## config.mk

```make
export PLATFORM = sky130hd
export DESIGN_NAME = mul_sequencer
export DESIGN_NICKNAME = d
export VERILOG_FILES = /design/src/rtl/mul_sequencer_pkg.sv /design/src/rtl/mul_seq_dp.sv /design/src/rtl/mul_sequencer.sv
export SDC_FILE = /design/constraint.sdc
export NUM_CORES = 1
export LEC_CHECK = 0
export CELL_PAD_IN_SITES_DETAIL_PLACEMENT = 1
export CELL_PAD_IN_SITES_GLOBAL_PLACEMENT = 1
export CORE_UTILIZATION = 46
export DETAILED_ROUTE_END_ITERATION = 16
export HOLD_SLACK_MARGIN = 0.05
export PLACE_DENSITY_LB_ADDON = 0.1
export SLEW_MARGIN = 5
export SYNTH_ARGS = -nofsm -noshare
export SYNTH_HDL_FRONTEND = slang
export SYNTH_SLANG_ARGS = --single-unit
```

## constraint.sdc

```tcl
create_clock -name clk -period 8.4 [get_ports clk]
set_input_delay 1.68 -clock clk [delete_from_list [all_inputs] [get_ports clk]]
set_output_delay 1.68 -clock clk [all_outputs]
set_load 0.005 [all_outputs]
```

## src/rtl/mul_sequencer_pkg.sv

```systemverilog
// Shared defines for the multiply sequencer: FSM state encoding and default operand width.
package mul_sequencer_pkg;

  localparam int unsigned MUL_WIDTH = 32;

  typedef enum logic [1:0] {
    S_IDLE = 2'd0,
    S_RUN  = 2'd1,
    S_DONE = 2'd2
  } mul_state_e;

endpackage

```

## src/rtl/mul_seq_dp.sv

```systemverilog
// Shift-add datapath: multiplicand/multiplier/accumulator registers plus the
// registered result and {N, Z} flags, sequenced by load/step/commit strobes.
module mul_seq_dp
  import mul_sequencer_pkg::*;
#(
  parameter int unsigned WIDTH = MUL_WIDTH
) (
  input  logic             clk,
  input  logic             rst,
  input  logic             load,
  input  logic             step,
  input  logic             commit,
  input  logic [WIDTH-1:0] a,
  input  logic [WIDTH-1:0] b,
  output logic [WIDTH-1:0] result,
  output logic [1:0]       flags
);

  logic [WIDTH-1:0] mcand_q, mcand_d;
  logic [WIDTH-1:0] mult_q, mult_d;
  logic [WIDTH-1:0] acc_q, acc_d;
  logic [WIDTH-1:0] result_q, result_d;
  logic [1:0]       flags_q, flags_d;
  logic [WIDTH-1:0] acc_sum;

  // Carry out of the MSB is dropped: only the low WIDTH product bits are kept.
  always_comb begin
    acc_sum = acc_q + (mult_q[0] ? mcand_q : '0);
  end

  always_comb begin
    mcand_d  = mcand_q;
    mult_d   = mult_q;
    acc_d    = acc_q;
    result_d = result_q;
    flags_d  = flags_q;
    if (load) begin
      mcand_d = a;
      mult_d  = b;
      acc_d   = '0;
    end else if (step) begin
      acc_d   = acc_sum;
      mcand_d = mcand_q << 1;
      mult_d  = mult_q >> 1;
    end
    // Commit coincides with the last step, so the final sum bypasses acc_q.
    if (commit) begin
      result_d = acc_sum;
      flags_d  = {acc_sum[WIDTH-1], (acc_sum == '0)};
    end
  end

  always_ff @(posedge clk or posedge rst) begin
    if (rst) begin
      mcand_q  <= '0;
      mult_q   <= '0;
      acc_q    <= '0;
      result_q <= '0;
      flags_q  <= 2'b01;
    end else begin
      mcand_q  <= mcand_d;
      mult_q   <= mult_d;
      acc_q    <= acc_d;
      result_q <= result_d;
      flags_q  <= flags_d;
    end
  end

  assign result = result_q;
  assign flags  = flags_q;

endmodule

```

## src/rtl/mul_sequencer.sv

```systemverilog
// Iterative shift-add multiplier for the multicycle core: fixed WIDTH+1 cycle
// latency, low WIDTH product bits and {N, Z} flags held until the next accept.
module mul_sequencer
  import mul_sequencer_pkg::*;
#(
  parameter int unsigned WIDTH = MUL_WIDTH
) (
  input  logic             clk,
  input  logic             reset,
  input  logic             start,
  input  logic             flush,
  input  logic [WIDTH-1:0] a,
  input  logic [WIDTH-1:0] b,
  output logic             busy,
  output logic             done,
  output logic [WIDTH-1:0] result,
  output logic [1:0]       flags
);

  localparam int unsigned CW = (WIDTH > 1) ? $clog2(WIDTH) : 1;
  localparam logic [CW-1:0] LAST = CW'(WIDTH - 1);

  mul_state_e    state_q, state_d;
  logic [CW-1:0] count_q, count_d;
  logic          load, step, commit;

  always_comb begin
    state_d = state_q;
    count_d = count_q;
    load    = 1'b0;
    step    = 1'b0;
    commit  = 1'b0;
    unique case (state_q)
      S_IDLE, S_DONE: begin
        if (start) begin
          load    = 1'b1;
          count_d = '0;
          state_d = S_RUN;
        end else begin
          state_d = S_IDLE;
        end
      end
      S_RUN: begin
        step    = 1'b1;
        count_d = count_q + CW'(1);
        if (count_q == LAST) begin
          commit  = 1'b1;
          state_d = S_DONE;
        end
      end
      default: state_d = S_IDLE;
    endcase
    // Flush overrides everything, including a same-cycle start or final commit.
    if (flush) begin
      state_d = S_IDLE;
      load    = 1'b0;
      step    = 1'b0;
      commit  = 1'b0;
    end
  end

  always_ff @(posedge clk or posedge reset) begin
    if (reset) begin
      state_q <= S_IDLE;
      count_q <= '0;
    end else begin
      state_q <= state_d;
      count_q <= count_d;
    end
  end

  assign busy = (state_q == S_RUN);
  assign done = (state_q == S_DONE);

  mul_seq_dp #(
    .WIDTH(WIDTH)
  ) u_dp (
    .clk    (clk),
    .rst    (reset),
    .load   (load),
    .step   (step),
    .commit (commit),
    .a      (a),
    .b      (b),
    .result (result),
    .flags  (flags)
  );

endmodule

```

# After elaboration in Yosys (flattened, before gate mapping)

Cells that the tools add are included.

Add/subtract/negate cells: 2
Eq/ne operators: 5
Multiplexer cells: 21
Reduce and logical (&&, ||, !) cells: 6

Operators by type and width:

| cell                  | count |
|---|---|
| $mux W32              | 7 |
| $add A32 B32 Y32      | 1 |
| $logic_not A32 Y1     | 1 |
| $pmux W5 S2           | 1 |
| $mux W1               | 9 |
| $add A5 B1 Y5 const B | 1 |
| $eq A5 B5 Y1 const B  | 1 |
| $mux W5               | 1 |
| $mux W2               | 2 |
| $pmux W2 S2           | 1 |
| $reduce_bool A2 Y1    | 2 |
| $ne A3 B2 Y1 const B  | 1 |
| $eq A2 B1 Y1 const B  | 1 |
| $eq A2 B2 Y1 const B  | 1 |
| $logic_not A2 Y1      | 1 |
| $ne A2 B2 Y1 const B  | 1 |
| $reduce_and A2 Y1     | 1 |
| $reduce_or A2 Y1      | 1 |

Bits in registers: 137
Bits of input ports: 68
Output and inout port bits: 36
Word-level logic and storage cells: 41

# Depth between registers and ports, before layout

Depth in word-level cells: 5
Mapped depth: 13
Mapped depth without buffers: 12

# Cells and area by module

Synthesis repeated with hierarchy kept, for this count alone.

Cells, all modules: 810
Area total of the unflattened synthesis: 7920.1 µm²

By module, submodules not included:

| module        | instances | cells each | area an instance (µm²) | sequential area each (µm²) |
|---|---|---|---|---|
| mul_seq_dp    | 1         | 772        | 7516.0                 | 3229.3 |
| mul_sequencer | 1         | 38         | 404.1                  | 175.2 |

# Worst setup path after synthesis

OpenSTA, ideal clock, no wires.

Path type: in2reg
Start point: input port flush
End point: register u_dp.flags_q[0], in the netlist u_dp.flags[0]
Library setup time: 73 ps
Arrival time: 3304 ps
Required time: 8327 ps
Setup slack: 5023 ps
Stages on the path: 8
Buffers on the path: 0
Cell sequence: nand3b_2 > or4_1 > or3_1 > nor3b_1 > o2111ai_1 > nor4_1 > o2111ai_1 > o21bai_1

Longest elaborated chain between the ends: 1

Ends and longest elaborated chain:

| element              | line                | text |
|---|---|---|
| start, declared      | mul_sequencer.sv:11 | `input logic flush,` |
| $mux W1              | mul_sequencer.sv:54 | `if (flush) begin` |
| end signal, assigned | mul_seq_dp.sv:65    | `flags_q <= flags_d;` |
| end, declared        | mul_seq_dp.sv:23    | `logic [1:0] flags_q, flags_d;` |

Every way passes these cells.
A chain may end at the register's enable or synchronous reset.

# Final worst setup path

Ends and elaborated chain as after synthesis.

==> impl_metrics.csv <==
group,metric,value,unit
placement,placed_cells,1034,
cts,clock_latency,430,ps
yosys,synth_warnings,0,
global_routing,grt_pass1_wl,35.3,mm
yosys,syn_area_per_cell,10.0,sq um
yosys,ys.flop_type,"dfrtp_1",
power,swShare,41.3,%
worst_setup_path,crit_type,"primary input to register",
sta,post-route-min-period,4190,ps
detailed_routing,dr.pass1.iters,5,
finish,final_area,9320,sq um
floorplan,initial_core_util,47.5,%
cts,cts_tree,"yes",
floorplan,die_w,130,um
power,intPower,1.71,mW
floorplan,die-area,17000,sq um
yosys,ys_types,62,
yosys,syn_area,7570,sq um
global_routing,grt_max_degree,86,
job,maxCapViolCount,0,
finish,final_layout_size_suffix_gt1_share,7.88,%
worst_setup_path,cp.buffers_inverters,3,
detailed_routing,route.top_layer_used,"met4",
min_path,hp-start,"u_dp.result[4]",
worst_setup_path,end_kind,"register",
cts,postCtsHoldBufs,0,
placement,pre_cts_ws,3870,ps
global_routing,grtUsageTotal,27.4,%
placement,place_area,8740,sq um
power,power_frac_seq,30.9,%
floorplan,fp.dieH,130,um
min_path,min_delay_path_depth,2,
min_path,worstHoldPathType,"register to register",
sta,drv_slew,0,
worst_setup_path,max_stage_delay,430,ps
worst_setup_path,path_depth,11,
worst_setup_path,rr_endpoint,"u_dp.flags[0]",
detailed_routing,drtAntennaViolNets,0,
finish,n_antenna_cell,0,
floorplan,ios,104,
yosys,ys_async_sr_fraction,100,%
power,peakVddDrop,0.173,mV
yosys,syn_nets,858,
worst_setup_path,cpLargestDelayFamily,"simple AND/OR/NAND/NOR gates",
sta,fmax,239,MHz
global_routing,grt_pass1_vias,6696,
power,switching_power,1.20,mW
min_path,hold_end,"u_dp.result[4]",
detailed_routing,via_per_inst,5.99,
floorplan,num_rows,46,
worst_setup_path,worstPathRequired,8760,ps
worst_setup_path,start_kind,"primary input",
power,p_comb_share,44.0,%
status,status,"finished clean",
yosys,synth-edff-count,0,
power,power_density,312,nW/um^2
finish,fin_cells,1066,
cts,cts-buffers-inserted,17,
power,power,2.91,mW
worst_setup_path,regToRegStartpoint,"u_dp.mult_q[0]",
detailed_routing,vias,6387,
power,clockPowerShare,25.1,%
power,p_leak,3.86,nW
sta,rsz0062_at_grt,"no",
sta,whs,475,ps
placement,port_buffers,103,
global_routing,overflow,0,
sta,relSlewSlack,29.0,%
sta,setup-violations-final,0,
cts,path_clk_slew,60,ps
sta,worst-slew-pin-transition,1060,ps
cts,cts_resized,0,
yosys,syn-instance-count,756,
sta,skew,13.7,ps
cts,root_buffer,"clkbuf_16",
detailed_routing,wl_met2,10.3,mm
finish,final_util,58.5,%
worst_setup_path,worstRegToRegCells,12,
detailed_routing,dr_wl_met3,1.16,mm
finish,syn2layout_area_growth,23.2,%
detailed_routing,finalWirelength,21.9,mm
cts,cts_max_level,4,
yosys,yosysSeqAreaShare,45.0,%
finish,layout_common_cells,"dfrtp_1 (135), o22a_1 (124), clkdlybuf4s50_1 (102)",
finish,final_common_cell,"dfrtp_1",
finish,nets,939,
worst_setup_path,worstPathMaxFanout,69,
placement,gp_congestion,0.894,
sta,setup_ws,4210,ps
worst_setup_path,cp.arrival,4550,ps
detailed_routing,routedWlPerCell,20.6,um
cts,ctsLongestPathBuffers,2,
detailed_routing,drt-met1-wl,9.94,mm
worst_setup_path,slowest_stage,"or4_1",
placement,hpwl,15.2,mm
floorplan,design.core.area,15900,sq um
cts,post_cts_buffers,0,
worst_setup_path,crit_chain,"buf_2 -> buf_4 -> nand3b_2 -> buf_4 -> or4_1 -> or3_1 -> nor3b_1 -> o2111ai_1 -> nor4_1 -> o2111ai_1 -> o21bai_1",
global_routing,antenna_found_initial,0,
sta,final.setup.tns,0,ps
worst_setup_path,reg2reg_slack,4390,ps
sta,hold_viol,0,
yosys,synth_seq_cells,136,
sta,fin_crit_sh,49.9,%
cts,cts.sinks,136,
detailed_routing,drc,0,
detailed_routing,drtIter0Drc,482,
[registers in the layout, summed over array words and instances (netlist names)]
name and flops:
u_dp.mcand_q 32, u_dp.flags 1, state_q 2, u_dp.mult_q 32, count_q 5, u_dp.result 32, u_dp.acc_q 32
[power groups by stage]
stage | Combinational, mW | Clock, mW | Sequential, mW
after global placement | 1.19 | 0 | 0.899
after detailed placement | 1.24 | 0 | 0.905
after CTS | 1.26 | 0.744 | 0.897
after global routing | 1.39 | 0.767 | 0.918
final | 1.28 | 0.730 | 0.900
after floorplan | 0.905 | 0 | 0.865
[cells by family (layout without fill, tap and decap cells)]
group	count (synthesis)	count (layout)	synth area share (%)
compound gates	298	298	29.3
xor+xnor	24	24	2.78
fa+ha+maj	34	34	5.72
buf+inv	62	156	3.14
flops	136	136	45.0
mux	11	11	1.62
simple gates	191	191	12.5
[Yosys cell counts, drive strengths merged (4+ instances only)]
master,instances,area share (%)
o211ai,5,0.50
and2,37,3.1
o21ai,59,3.9
clkbuf,44,2.2
inv,14,0.69
xnor2,13,1.5
nand3,9,0.60
o22a,124,14
o21bai,5,0.50
buf,4,0.26
mux2,10,1.5
nand4,8,0.66
ha,33,5.5
dfrtp,135,45
a21boi,4,0.40
a21o,5,0.50
nand2,80,4.0
a21oi,35,2.4
o21a,6,0.60
and3,12,1.1
nand2b,4,0.33
a31oi,5,0.50
a22o,16,1.9
nor2,23,1.1
xor2,11,1.3
o31ai,13,1.3
[how the worst max path moves through the flow]
stage	end	slack [ps]	start
after detailed placement	u_dp.flags[0]	3870	flush
final	u_dp.flags[0]	4210	flush
after floorplan	count_q[0]	3080	reset
after global placement	u_dp.flags[0]	3920	flush
after CTS	u_dp.flags[0]	4310	flush
after global routing	u_dp.flags[0]	4010	flush
[layer usage]
metal  vias to the layer above  track usage (%)
met4                         0             10.1
met5                         -                0
met3                        36             5.78
met1                      3162             36.0
met2                       177             44.6
li1                       3012                -
[final cells by class]
type                       count  area [sq um]
sequential                   136          3400
clock buffer                  20           457
fill                        1761          6620
tap                          216           270
clock inverter                12           120
timing repair buffer         110          1080
multi-input combinational    558          3940
inverter                      14          55.1
[tightest hold or removal path, delay by kind of cell, from the launching register on]
family	cells	cell delay, ps
simple gates	2	110
flops	1	340
No activity file was read; power rests on OpenSTA's default activity.
==> variant 1, RTL diff (config.mk and constraints unchanged) <==
Register the output `done`, without a reset; this adds one clock of latency there. The other outputs are not delayed to match.
--- a/src/rtl/mul_sequencer.sv
+++ b/src/rtl/mul_sequencer.sv
@@ -71,5 +71,7 @@
 
   assign busy = (state_q == S_RUN);
-  assign done = (state_q == S_DONE);
+  always_ff @(posedge clk) begin
+    done <= (state_q == S_DONE);
+  end
 
   mul_seq_dp #(
Behaviour: no difference found for any inputs over 10 cycles, from zero or initial values and one cycle with reset high; that may be too few to reach the edited logic, so the function may still have changed.
==> variant 1 against the unedited design <==
Sequential cell count rose by 1; synthesized area rose by 0.26%; worst setup slack got worse by 0.039 ns; routed wire length rose by 0.11%; via count rose by 0.94%; sequential power rose by 0.7%; total power rose by 0.18%; cell area rose by 0.16%; largest power group unchanged.
==> variant 1: results (changes against the unedited design) <==
drt wl/cell 20.6 microns (about the same); peak supply drop 0.000181 V (was 0.000173 V); crit path max fanout 69 (unchanged); wirelength, routed 21.9 mm (about the same); crit path DAT 4.59 ns (was 4.55 ns); Fin Clk Skew 0.00952 ns (was 0.0137 ns); Post-synth EDFFs 0 (unchanged); reg2reg setup slack 4.25 ns (was 4.39 ns); Worst-path clk slew 0.06 ns (about the same); via count 6447 (was 6387); Synth Area in Compound Gates 29.2% (was 29.3%); drt first pass iters 4 (was 5); worst r2r src u_dp.mult_q[0] (unchanged); P_sw 1.21 mW (was 1.20 mW); 1st-iter DRT viols 354 (was 482); adder-cell share of the synthesized area 5.71% (was 5.72%); worst hold path type reg2reg (unchanged); Leak Pwr 3.88 nW (was 3.86 nW); pin count of the biggest net entering global routing 82 (was 86); slew margin rel. 12.3% (was 29.0%); post_cts resized 0 (unchanged); syn avg cell area 10.0 sq um (about the same); YS warnings 0 (unchanged); Post-Place Cells 1034 (unchanged); Hold Crit Start u_dp.result[9] (was u_dp.result[4]); R2R cell count 10 (was 12); layout cells sized above 1 7.88% (unchanged); Max Clock Freq 237 MHz (was 239 MHz); DP Worst Slack 3.83 ns (was 3.87 ns); XOR/XNOR Fraction of Synth Area 2.77% (was 2.78%); GRT Total Usage 27.9% (was 27.4%); initial antenna violation count 0 (unchanged); global-route wire length before repair 36.2 mm (was 35.3 mm); outcome completed (unchanged); asr flop ratio synth 99.3% (was 100%); # fillers 1758 (was 1761); HPWL after DPL 15.5 mm (was 15.2 mm); vias in the first global route 6799 (was 6696); Routability Congestion 0.917 (was 0.894); Area contributors post-synth dfrtp_1 (45%), o22a_1 (14%), ha_1 (5.4%), nand2_1 (4.0%), o21ai_0 (3.6%) (was dfrtp_1 (45%), o22a_1 (14%), ha_1 (5.5%), nand2_1 (4.0%), o21ai_0 (3.6%)); register area share after synthesis 45.1% (was 45.0%); Ant. Diodes 0 (unchanged); Mapped Nets 859 (was 858); Worst Setup SP flush (unchanged); mux contribution to synthesized area 1.62% (about the same); Final #Nets 939 (unchanged); Synth cell types 63 (was 62)
==> variant 1: critical path, stage by stage <==
cell       delay [ns]
buf_2            0.10
buf_4            0.33
nand3b_2         0.30
buf_4            0.27
or4_1            0.45
or3_1            0.32
nor3b_1          0.30
o2111ai_1        0.20
nor4_1           0.26
o2111ai_1        0.17
o21bai_1         0.16
==> variant 1: cell families after synthesis <==
| family | after synthesis |
|---|---|
| AND/OR/NAND/NOR | 191 |
| buffers and inverters | 62 |
| multiplexers | 11 |
| adder cells (fa/ha/maj) | 34 |
| XOR/XNOR | 24 |
| AO/OA/AOI/OAI | 298 |
| flip-flops | 137 |
==> variant 1: area by class of cell <==
cell class                 count  area (sq um)  share of cell area, %
multi-input combinational    558          3940                   42.2
sequential                   137          3420                   36.7
timing repair buffer         109          1070                   11.5
clock buffer                  18           439                   4.70
tap                          216           270                   2.89
clock inverter                14           140                   1.50
inverter                      14          55.1                  0.590
==> variant 1: worst min-delay path by stage <==
stage | end | slack [ns] | cells after the start
floorplan | done | 0.42 | 1
global placement | u_dp.result[19] | 0.46 | 2
detailed placement | u_dp.result[9] | 0.47 | 2
CTS | u_dp.result[9] | 0.48 | 2
global route | u_dp.result[16] | 0.51 | 2
finish | u_dp.result[9] | 0.48 | 2
==> variant 1: power groups by stage <==
| stage | sequential (mW) | clock [mW] | combinational, mW |
|---|---|---|---|
| final | 0.906 | 0.737 | 1.27 |
| after global routing | 0.924 | 0.779 | 1.39 |
| after CTS | 0.905 | 0.748 | 1.25 |
| after detailed placement | 0.913 | 0 | 1.23 |
| after global placement | 0.903 | 0 | 1.18 |
| after floorplan | 0.870 | 0 | 0.905 |
==> variant 1: layer usage <==
metal | wire length [microns] | GRT usage [%]
met1 | 10000 | 37.0
met2 | 10600 | 45.9
met3 | 998 | 5.66
met4 | 364 | 8.65
met5 | 0 | 0
==> variant 1: metrics by stage <==
step / power, mW / area (sq um)
global placement: 2.08 / 8760
detailed placement: 2.15 / 8760
finish: 2.91 / 9340
floorplan: 1.77 / 7590
global route: 3.10 / 9340
CTS: 2.91 / 9340
==> variant 2, RTL diff (same flow settings) <==
Made on the original files. Change the package constant `MUL_WIDTH` from 32 to 64.
--- a/src/rtl/mul_sequencer_pkg.sv
+++ b/src/rtl/mul_sequencer_pkg.sv
@@ -2,5 +2,5 @@
 package mul_sequencer_pkg;
 
-  localparam int unsigned MUL_WIDTH = 32;
+  localparam int unsigned MUL_WIDTH = 64;
 
   typedef enum logic [1:0] {
Ports: changed (resized a, b and result); port bits go from 104 to 200. The function was not compared with the original's and may differ.
==> variant 2 against the unedited design <==
Routed wire length increased by 120%; synthesized area increased by 100%; sequential power grew 93%; first-iteration DRC count rose by 67%; cell area grew 99%; sequential cell count is 129 higher; total power is 98% higher; worst setup slack worse by 0.67 ns; clock power up 86%; critical path type is now reg2reg.
==> variant 2: results (changes against the unedited design) <==
Routability Congestion 0.973 (was 0.894); 1st-iter DRT viols 806 (was 482); crit path max fanout 64 (was 69); Critical Path Sink u_dp.flags[0] (unchanged); Synth Cell Area 15300 sq um (was 7570 sq um); worst r2r dst u_dp.flags[0] (unchanged); layout cells sized above 1 4.72% (was 7.88%); R2R cell count 16 (was 12); Synth Area in Compound Gates 29.7% (was 29.3%); crit path DAT 5.40 ns (was 4.55 ns); Area contributors post-synth dfrtp_1 (43%), o22a_1 (15%), nand2_1 (5.3%), ha_1 (5.2%), o21ai_0 (3.5%) (was dfrtp_1 (45%), o22a_1 (14%), ha_1 (5.5%), nand2_1 (4.0%), o21ai_0 (3.6%)); top post-synthesis cells by count dfrtp_1 (264), o22a_1 (253), nand2_1 (217), clkbuf_1 (116), o21ai_0 (108) (was dfrtp_1 (135), o22a_1 (124), nand2_1 (80), o21ai_0 (55), clkbuf_1 (44)); # port buffers 199 (was 103); Hold Crit Start u_dp.result[32] (was u_dp.result[4]); Largest stage delay, worst path 0.55 ns (was 0.43 ns); global-route wire length before repair 78.2 mm (was 35.3 mm); YS warnings 0 (unchanged); Worst Tran Pin Value 1.05 ns (was 1.06 ns); Fin Clk Skew 0.0349 ns (was 0.0137 ns); via-per-instance ratio 6.13 (was 5.99); drt wl/cell 22.0 microns (was 20.6 microns); initial antenna violation count 0 (unchanged); mux contribution to synthesized area 0.353% (was 1.62%); Ant. Diodes 0 (unchanged); worst hold path type reg2reg (unchanged); cts bufs inserted 30 (was 17); HPWL after DPL 33.7 mm (was 15.2 mm); adder-cell share of the synthesized area 5.38% (was 5.72%); pin count of the biggest net entering global routing 140 (was 86); initial core utilization 46.8% (was 47.5%); Synth cell types 73 (was 62); Clock Root Buffer clkbuf_16 (unchanged); register area share after synthesis 43.5% (was 45.0%); post_cts resized 0 (unchanged); Worst-path clk slew 0.07 ns; Leak Pwr 7.74 nW (was 3.86 nW); Crit Path Category reg2reg (was in2reg); peak supply drop 0.000187 V (was 0.000173 V); worst r2r src u_dp.mult_q[0] (unchanged); XOR/XNOR Fraction of Synth Area 3.04% (was 2.78%); outcome completed (unchanged); worst-skew pair later-pin latency 0.59 ns (was 0.43 ns); vias in the first global route 14.1k (was 6696); drt first pass iters 5 (unchanged); Bufs on Longest Clock Path 3 (was 2); reg2reg setup slack 3.54 ns (was 4.39 ns); CP max-delay cell or4bb_1 (was or4_1); Mapped Nets 1791 (was 858); cell family with most CP delay simple AND/OR/NAND/NOR gates (unchanged); Final #Nets 1913 (was 939); GRT Total Usage 28.8% (was 27.4%); H-tree depth 1 (was 4)
variant 2: cell types whose count changed in the layout (fill, tap and decap cells not counted), moves of 21 or more:
| cell | unedited run | this run |
|---|---|---|
| o22a_1 | 124 | 253 |
| nand2_1 | 80 | 216 |
| and2_1 | 37 | 71 |
| nor2_1 | 22 | 51 |
| a22o_1 | 16 | 39 |
| dfrtp_1 | 135 | 264 |
| ha_1 | 33 | 64 |
| clkdlybuf4s50_1 | 102 | 198 |
| a21oi_1 | 34 | 69 |
| o21ai_0 | 55 | 108 |
| nand4_1 | 8 | 29 |
variant 2: final cells by class:
| class | instances | area [sq um] |
|---|---|---|
| Tap cell | 442 | 553 |
| Clock buffer | 45 | 867 |
| Sequential cell | 265 | 6630 |
| Clock inverter | 10 | 159 |
| Multi-Input combinational cell | 1190 | 8130 |
| Fill cell | 3568 | 14100 |
| Inverter | 15 | 60.1 |
| Timing Repair Buffer | 214 | 2110 |
variant 2: how the worst min path moves through the flow:
stage,endpoint,slack [ns],cells past startpoint
after floorplan,u_dp.flags[0],0.44,2
after global placement,u_dp.result[62],0.46,2
after detailed placement,u_dp.result[32],0.46,2
after CTS,u_dp.result[32],0.48,2
after global routing,count_q[5],0.51,1
final,u_dp.result[32],0.48,2
variant 2: cell families after synthesis:
| family | count (synthesis) |
|---|---|
| AO/OA/AOI/OAI | 604 |
| flip-flops | 265 |
| multiplexers | 5 |
| buffers and inverters | 139 |
| AND/OR/NAND/NOR | 463 |
| adder cells (fa/ha/maj) | 65 |
| XOR/XNOR | 53 |
variant 2: worst min-delay path: stages, from the launching register on:
cell	delay [ns]
dfrtp_1	0.34
nand2_1	0.05
nand2_1	0.05
variant 2: routing by layer:
metal	up-vias	part of all wire (%)	GRT usage, %	routed length, microns
met4	0	1.6	5.73	753
met1	6773	45	38.9	21800
met2	312	48	48.5	22900
met3	50	5.5	5.18	2640
met5	-	0	0	0
li1	6227	-	-	-
variant 2: per-stage QoR:
stage | worst slack, ns | std cells | util (%) | power, mW | area, sq um
floorplan | 3.22 | 1594 | - | 3.54 | 15300
global placement | 3.53 | 2126 | 53.6 | 4.29 | 17500
CTS | 3.57 | 2181 | 56.8 | 5.76 | 18500
detailed placement | 3.37 | 2126 | 53.6 | 4.36 | 17500
global route | 3.33 | 2181 | 56.8 | 6.10 | 18500
finish | 3.54 | 2181 | 56.8 | 5.76 | 18500
variant 2: report_power, final:
part / total [mW] / internal [mW] / switching, mW / leakage [nW]
combinational: 2.65 / 1.02 / 1.64 / 3.99
clock: 1.36 / 0.807 / 0.556 / 0.499
sequential: 1.74 / 1.55 / 0.199 / 3.25
total: 5.76 / 3.37 / 2.39 / 7.74
